`config.mk`:
```
export PLATFORM = sky130hd
export DESIGN_NAME = ro_freq_counter_flat
export DESIGN_NICKNAME = d
export VERILOG_FILES = /design/src/rtl/ro_freq_counter_if.sv /design/src/rtl/ro_freq_counter.sv /design/src/flat_wrapper.sv
export SDC_FILE = /design/constraint.sdc
export NUM_CORES = 1
export LEC_CHECK = 0
export ABC_CLOCK_PERIOD_IN_PS = 5600
export BUFFER_PORTS_ARGS = -buffer_cell sky130_fd_sc_hd__buf_2
export CAP_MARGIN = 20
export CORE_MARGIN = 5
export CORE_UTILIZATION = 40
export CTS_BUF_LIST = sky130_fd_sc_hd__clkbuf_4
export CTS_CLUSTER_SIZE = 20
export DETAILED_ROUTE_END_ITERATION = 16
export PLACE_DENSITY = 0.59
export SLEW_MARGIN = 20
export SYNTH_ARGS = -nofsm -noshare
export SYNTH_HDL_FRONTEND = slang
export SYNTH_SLANG_ARGS = --single-unit
```
`constraint.sdc`:
```
create_clock -name clk -period 5.6 [get_ports clk]
set_input_delay 0 -clock clk [delete_from_list [all_inputs] [get_ports clk]]
set_output_delay 0 -clock clk [all_outputs]
set_load 0.005 [all_outputs]
```
`src/rtl/ro_freq_counter_if.sv`:
```
`default_nettype none
// ============================================================================
// Module   : ro_freq_counter_if
// Brief    : Request/result bundle between a requester and ro_freq_counter.
// Revision : 1.0 - initial release
// ============================================================================
interface ro_freq_counter_if #(
  parameter int CNT_W = 16
);
  logic             start;
  logic             busy;
  logic             done;
  logic [CNT_W-1:0] count_out;
  logic             overflow;

  modport master (
    output start,
    input  busy,
    input  done,
    input  count_out,
    input  overflow
  );

  modport slave (
    input  start,
    output busy,
    output done,
    output count_out,
    output overflow
  );
endinterface
`default_nettype wire

```
`src/rtl/ro_freq_counter.sv`:
```
`default_nettype none
// ============================================================================
// Module   : ro_freq_counter
// Brief    : Gates a ring oscillator and counts its rising edges over a window.
// Revision : 1.0 - initial release
// ============================================================================
module ro_freq_counter #(
  parameter int WINDOW = 1024,
  parameter int SETTLE = 4,
  parameter int CNT_W  = 16
) (
  input  logic clk,
  input  logic rst,
  input  logic ro_in,
  output logic ro_en,
  ro_freq_counter_if.slave bus
);

  localparam int c_MAX_WS  = (WINDOW > SETTLE) ? WINDOW : SETTLE;
  localparam int c_TIMER_W = (c_MAX_WS > 1) ? $clog2(c_MAX_WS) : 1;
  localparam logic [c_TIMER_W-1:0] c_SETTLE_LD = c_TIMER_W'(SETTLE - 1);
  localparam logic [c_TIMER_W-1:0] c_WINDOW_LD = c_TIMER_W'(WINDOW - 1);
  localparam logic [CNT_W-1:0]     c_CNT_MAX   = '1;

  typedef enum logic [1:0] {
    S_IDLE   = 2'd0,
    S_SETTLE = 2'd1,
    S_COUNT  = 2'd2,
    S_DONE   = 2'd3
  } state_t;

  state_t                 r_state;
  state_t                 w_state_nxt;
  logic                   r_s1, r_s2, r_s3;
  logic [c_TIMER_W-1:0]   r_timer, w_timer_nxt;
  logic [CNT_W-1:0]       r_cnt, w_cnt_nxt, w_cnt_inc;
  logic                   r_ovf, w_ovf_nxt, w_ovf_inc;
  logic                   r_ro_en, w_ro_en_nxt;
  logic                   r_busy, w_busy_nxt;
  logic                   r_done, w_done_nxt;
  logic [CNT_W-1:0]       r_count_out, w_count_out_nxt;
  logic                   r_overflow, w_overflow_nxt;
  logic                   w_rise;

  // Two-flop synchronizer plus a history flop for edge detection.
  always_ff @(posedge clk or negedge rst) begin
    if (!rst) begin
      r_s1 <= 1'b0;
      r_s2 <= 1'b0;
      r_s3 <= 1'b0;
    end else begin
      r_s1 <= ro_in;
      r_s2 <= r_s1;
      r_s3 <= r_s2;
    end
  end

  assign w_rise = r_s2 & ~r_s3;

  // Saturating increment; a rise at full scale flags overflow instead.
  always_comb begin
    w_cnt_inc = r_cnt;
    w_ovf_inc = r_ovf;
    if (w_rise) begin
      if (r_cnt == c_CNT_MAX) begin
        w_ovf_inc = 1'b1;
      end else begin
        w_cnt_inc = r_cnt + 1'b1;
      end
    end
  end

  always_comb begin
    w_state_nxt     = r_state;
    w_timer_nxt     = r_timer;
    w_cnt_nxt       = r_cnt;
    w_ovf_nxt       = r_ovf;
    w_done_nxt      = 1'b0;
    w_count_out_nxt = r_count_out;
    w_overflow_nxt  = r_overflow;

    case (r_state)
      S_IDLE: begin
        if (bus.start) begin
          w_state_nxt = S_SETTLE;
          w_timer_nxt = c_SETTLE_LD;
        end
      end
      S_SETTLE: begin
        if (r_timer == '0) begin
          w_state_nxt = S_COUNT;
          w_timer_nxt = c_WINDOW_LD;
          w_cnt_nxt   = '0;
          w_ovf_nxt   = 1'b0;
        end else begin
          w_timer_nxt = r_timer - 1'b1;
        end
      end
      S_COUNT: begin
        w_cnt_nxt = w_cnt_inc;
        w_ovf_nxt = w_ovf_inc;
        if (r_timer == '0) begin
          // Result includes the final cycle's edge, so publish the incremented value.
          w_state_nxt     = S_DONE;
          w_done_nxt      = 1'b1;
          w_count_out_nxt = w_cnt_inc;
          w_overflow_nxt  = w_ovf_inc;
        end else begin
          w_timer_nxt = r_timer - 1'b1;
        end
      end
      S_DONE: begin
        w_state_nxt = S_IDLE;
      end
      default: begin
        w_state_nxt = S_IDLE;
      end
    endcase

    w_ro_en_nxt = (w_state_nxt == S_SETTLE) || (w_state_nxt == S_COUNT);
    w_busy_nxt  = (w_state_nxt != S_IDLE);
  end

  always_ff @(posedge clk or negedge rst) begin
    if (!rst) begin
      r_state     <= S_IDLE;
      r_timer     <= '0;
      r_cnt       <= '0;
      r_ovf       <= 1'b0;
      r_ro_en     <= 1'b0;
      r_busy      <= 1'b0;
      r_done      <= 1'b0;
      r_count_out <= '0;
      r_overflow  <= 1'b0;
    end else begin
      r_state     <= w_state_nxt;
      r_timer     <= w_timer_nxt;
      r_cnt       <= w_cnt_nxt;
      r_ovf       <= w_ovf_nxt;
      r_ro_en     <= w_ro_en_nxt;
      r_busy      <= w_busy_nxt;
      r_done      <= w_done_nxt;
      r_count_out <= w_count_out_nxt;
      r_overflow  <= w_overflow_nxt;
    end
  end

  assign ro_en         = r_ro_en;
  assign bus.busy      = r_busy;
  assign bus.done      = r_done;
  assign bus.count_out = r_count_out;
  assign bus.overflow  = r_overflow;

endmodule
`default_nettype wire

```
`src/flat_wrapper.sv`:
```
// flat-port wrapper written by rule: the top's interface ports become plain ports
module ro_freq_counter_flat 
#(
  parameter int WINDOW = 1024,
  parameter int SETTLE = 4,
  parameter int CNT_W  = 16
)
  (clk, rst, ro_in, ro_en, bus_start, bus_busy, bus_done, bus_count_out, bus_overflow);
  ro_freq_counter_if #(.CNT_W(CNT_W)) bus_i ();
  input  logic clk;
  input  logic rst;
  input  logic ro_in;
  output logic ro_en;
  input wire logic [$bits(bus_i.start)-1:0] bus_start;
  output wire logic [$bits(bus_i.busy)-1:0] bus_busy;
  output wire logic [$bits(bus_i.done)-1:0] bus_done;
  output wire logic [$bits(bus_i.count_out)-1:0] bus_count_out;
  output wire logic [$bits(bus_i.overflow)-1:0] bus_overflow;
  assign bus_i.start = bus_start;
  assign bus_busy = bus_i.busy;
  assign bus_done = bus_i.done;
  assign bus_count_out = bus_i.count_out;
  assign bus_overflow = bus_i.overflow;
  ro_freq_counter #(.WINDOW(WINDOW), .SETTLE(SETTLE), .CNT_W(CNT_W)) u_core (.clk(clk), .rst(rst), .ro_in(ro_in), .ro_en(ro_en), .bus(bus_i));
endmodule
```
==> impl_metrics.yaml <==
status:
  status: "finished clean"
yosys:
  synth.distinct_cells: 53
  syn_area_um2: 2820
  yosys.area.top_type: "dfrtp_1"
  ys_top_cells_by_area: "dfrtp_1 (46%), o21ai_0 (5.3%), nand2_1 (4.3%)"
  syn-num-nets: 309
  syn_inst: 298
  synth_edf_count: 0
  synthFlopType: "dfrtp_1"
  yosys.area.top_type_share: 0.462
  synth.avg_cell_area_um2: 9.46
  yosysWarningCount: 0
  yosysSeqAreaShare: 0.462
  synthArstFlopShare: 1.00
  synth-seq-cells: 52
clocking:
  cts_root_buffer: "clkbuf_4"
  postCtsSetupBuffers: 0
  h-tree-depth: 2
  cts_hold_buf: 3
  clock_latency_ns: 0.37
  cts_resized: 0
  cts_tree: "yes"
  clockBufferDepth: 2
  numCtsBuffers: 5
  numClockSinks: 52
  clkSlewWorstSetupHoldPaths_ns: 0.16
global_route:
  gr-total-overflow: 0
  antenna_found_initial: 0
  grt.total_usage: 0.145
  grt_pass1_wl_um: 10400
  grt_pass1_vias: 2168
  grt_max_degree: 53
timing:
  drv_slew: 0
  fin_tns_setup_ns: 0
  hold_viol: 0
  setup_viol: 0
  fmax_mhz: 404
  slew_headroom: 0.409
  timing.final.crit_share: 0.442
  period_minus_slack_ns: 2.47
  skew_ns: 0.0121
  tightest_slew_ns: 0.882
  rsz0062_at_grt: "false"
floorplan:
  fp.dieH_um: 94.0
  die-area_um2: 8830
  die_w_um: 94.0
  ios: 24
  start_util: 0.413
  rows: 30
  core_um2: 6830
worst_setup_path:
  cp_cell_sequence: "inv_1 -> ha_1 -> nor4b_1 -> a31oi_1 -> a31oi_1 -> o21ai_0 -> o31ai_1"
  crit_path_max_fanout: 25
  slowest_stage: "a31oi_1"
  max_stage_delay_ns: 0.68
  critPathArrivalTime_ns: 2.72
  crit_family: "compound AO/OA/AOI/OAI gates"
  cp-start-kind: "register"
  crit_top_cell: "a31oi_1"
  r2r_setup_slack_ns: 3.13
  cp_num_buf_inv: 1
  critPathKind: "register to register"
  critPathRequiredTime_ns: 5.85
  end_kind: "register"
power:
  power.total_uw: 1220
  p_leak_uw: 0.00144
  peakVddDrop_uv: 250
  power_density_nw_per_um2: 392
detailed_routing:
  vias: 2233
  wl_per_cell_um: 14.3
  antenna_left: 0
  drt_iter0_markers: 119
  drc_errors: 0
  drt-vias-per-instance: 5.37
  routed_wl_um: 5960
  dr.pass1.iters: 4
place:
  gp_congestion: 0.858
  dp_hpwl_um: 4210
  portBuffers: 23
  place_inst: 405
layout:
  final_common_cell: "dfrtp_1"
  final_cell_mix: "dfrtp_1 (52), nand2_1 (32), o21ai_0 (30)"
  fin_cells: 416
  nets: 330
  drive_gt1_frac: 0.138
  syn2layout_area_growth_pct: 10.7
  n_antenna_cell: 0
worst_hold_path:
  hold_class: "primary input to async pin"
job:
  cap_violations: 0
## Yosys cell counts, types with 2 or more instances
master     n
a211o_1    3
a21o_1     4
a21oi_1   10
a22o_1     3
a31oi_1    5
and2_1     4
and3_1     2
and4_1     4
and4b_1    4
buf_2      5
clkbuf_1   9
dfrtp_1   52
ha_1       7
inv_1      7
mux2i_1    2
nand2_1   32
nand2b_1   5
nand3_1   20
nand4_1    7
nor2_1    19
nor2b_1    2
nor3_1     6
nor4b_1    2
o211a_1    2
o21ai_0   30
o22a_1     7
o22ai_1    2
o311ai_0   2
o31ai_1    2
or2_2      4
or4b_1     2
xnor2_1    5
xor2_1     8
## power by group
group	internal [uW]	switching (uW)
Clock	93.3	122
Combinational	208	299
Sequential	442	58.4
## tightest hold or removal path, stage by stage
cell	delay [ns]
dlygate4sd3_1	0.52
buf_2	0.09
buf_4	0.53
## path summary, 6_finish.rpt
check	cells after the start	from	end
setup / recovery	7	u_core.r_state[0]	u_core.r_cnt[10]
hold / removal	3	rst	u_core.bus.count_out[4]
setup reg to reg	7	u_core.r_state[0]	u_core.r_cnt[10]
hold reg to reg	0	u_core.r_s1	u_core.r_s2
max in group asynchronous	3	rst	u_core.r_timer[3]
min in group clk	2	ro_in	u_core.r_s1
## through the flow
stage | setup slack [ns] | hold slack, ns | cell area (um^2) | util
3_3_place_gp | 3.23 | 0.109 | 3010 | 0.441
6_report | 3.13 | 0.259 | 3120 | 0.457
2_1_floorplan | 3.41 | -0.296 | 2820 | -
3_5_place_dp | 3.17 | 0.112 | 3010 | 0.441
4_1_cts | 3.12 | 0.248 | 3120 | 0.457
5_1_grt | 2.84 | 0.245 | 3120 | 0.457
## cells by family (layout without fill, tap and decap cells)
kind of cell | after synthesis | after routing | synth area share
simple gates | 120 | 120 | 0.233
compound gates | 82 | 82 | 0.196
flops | 52 | 52 | 0.462
buf+inv | 22 | 44 | 0.0315
xor+xnor | 13 | 13 | 0.0404
fa+ha+maj | 7 | 7 | 0.0311
mux | 2 | 2 | 0.00710
## metal layers
metal / up-vias / routed length [um] / share of wire / global-route usage
li1: 1136 / - / - / -
met1: 1068 / 2880 / 0.48 / 0.190
met4: 0 / 51 / 0.0086 / 0.0337
met5: - / 0 / 0 / 0
met3: 4 / 153 / 0.026 / 0.0240
met2: 25 / 2880 / 0.48 / 0.250
## state kept, by name, summed over array words and instances, names as in the netlist
| name | count |
|---|---|
| u_core.bus.busy | 1 |
| u_core.bus.count_out | 16 |
| u_core.bus.done | 1 |
| u_core.bus.overflow | 1 |
| u_core.r_cnt | 16 |
| u_core.r_ovf | 1 |
| u_core.r_s1 | 1 |
| u_core.r_s2 | 1 |
| u_core.r_s3 | 1 |
| u_core.r_state | 2 |
| u_core.r_timer | 10 |
| u_core.ro_en | 1 |
## layout make-up
class / count / area, um^2
flip-flops and latches: 52 / 1300
multi-input cells: 224 / 1430
repair buffers: 28 / 160
clock buffers: 5 / 37.5
fillers: 689 / 3710
well taps: 96 / 120
inverters: 8 / 30.0
clock inverters: 3 / 42.5
Note: power is estimated with default switching activity, not from simulation.
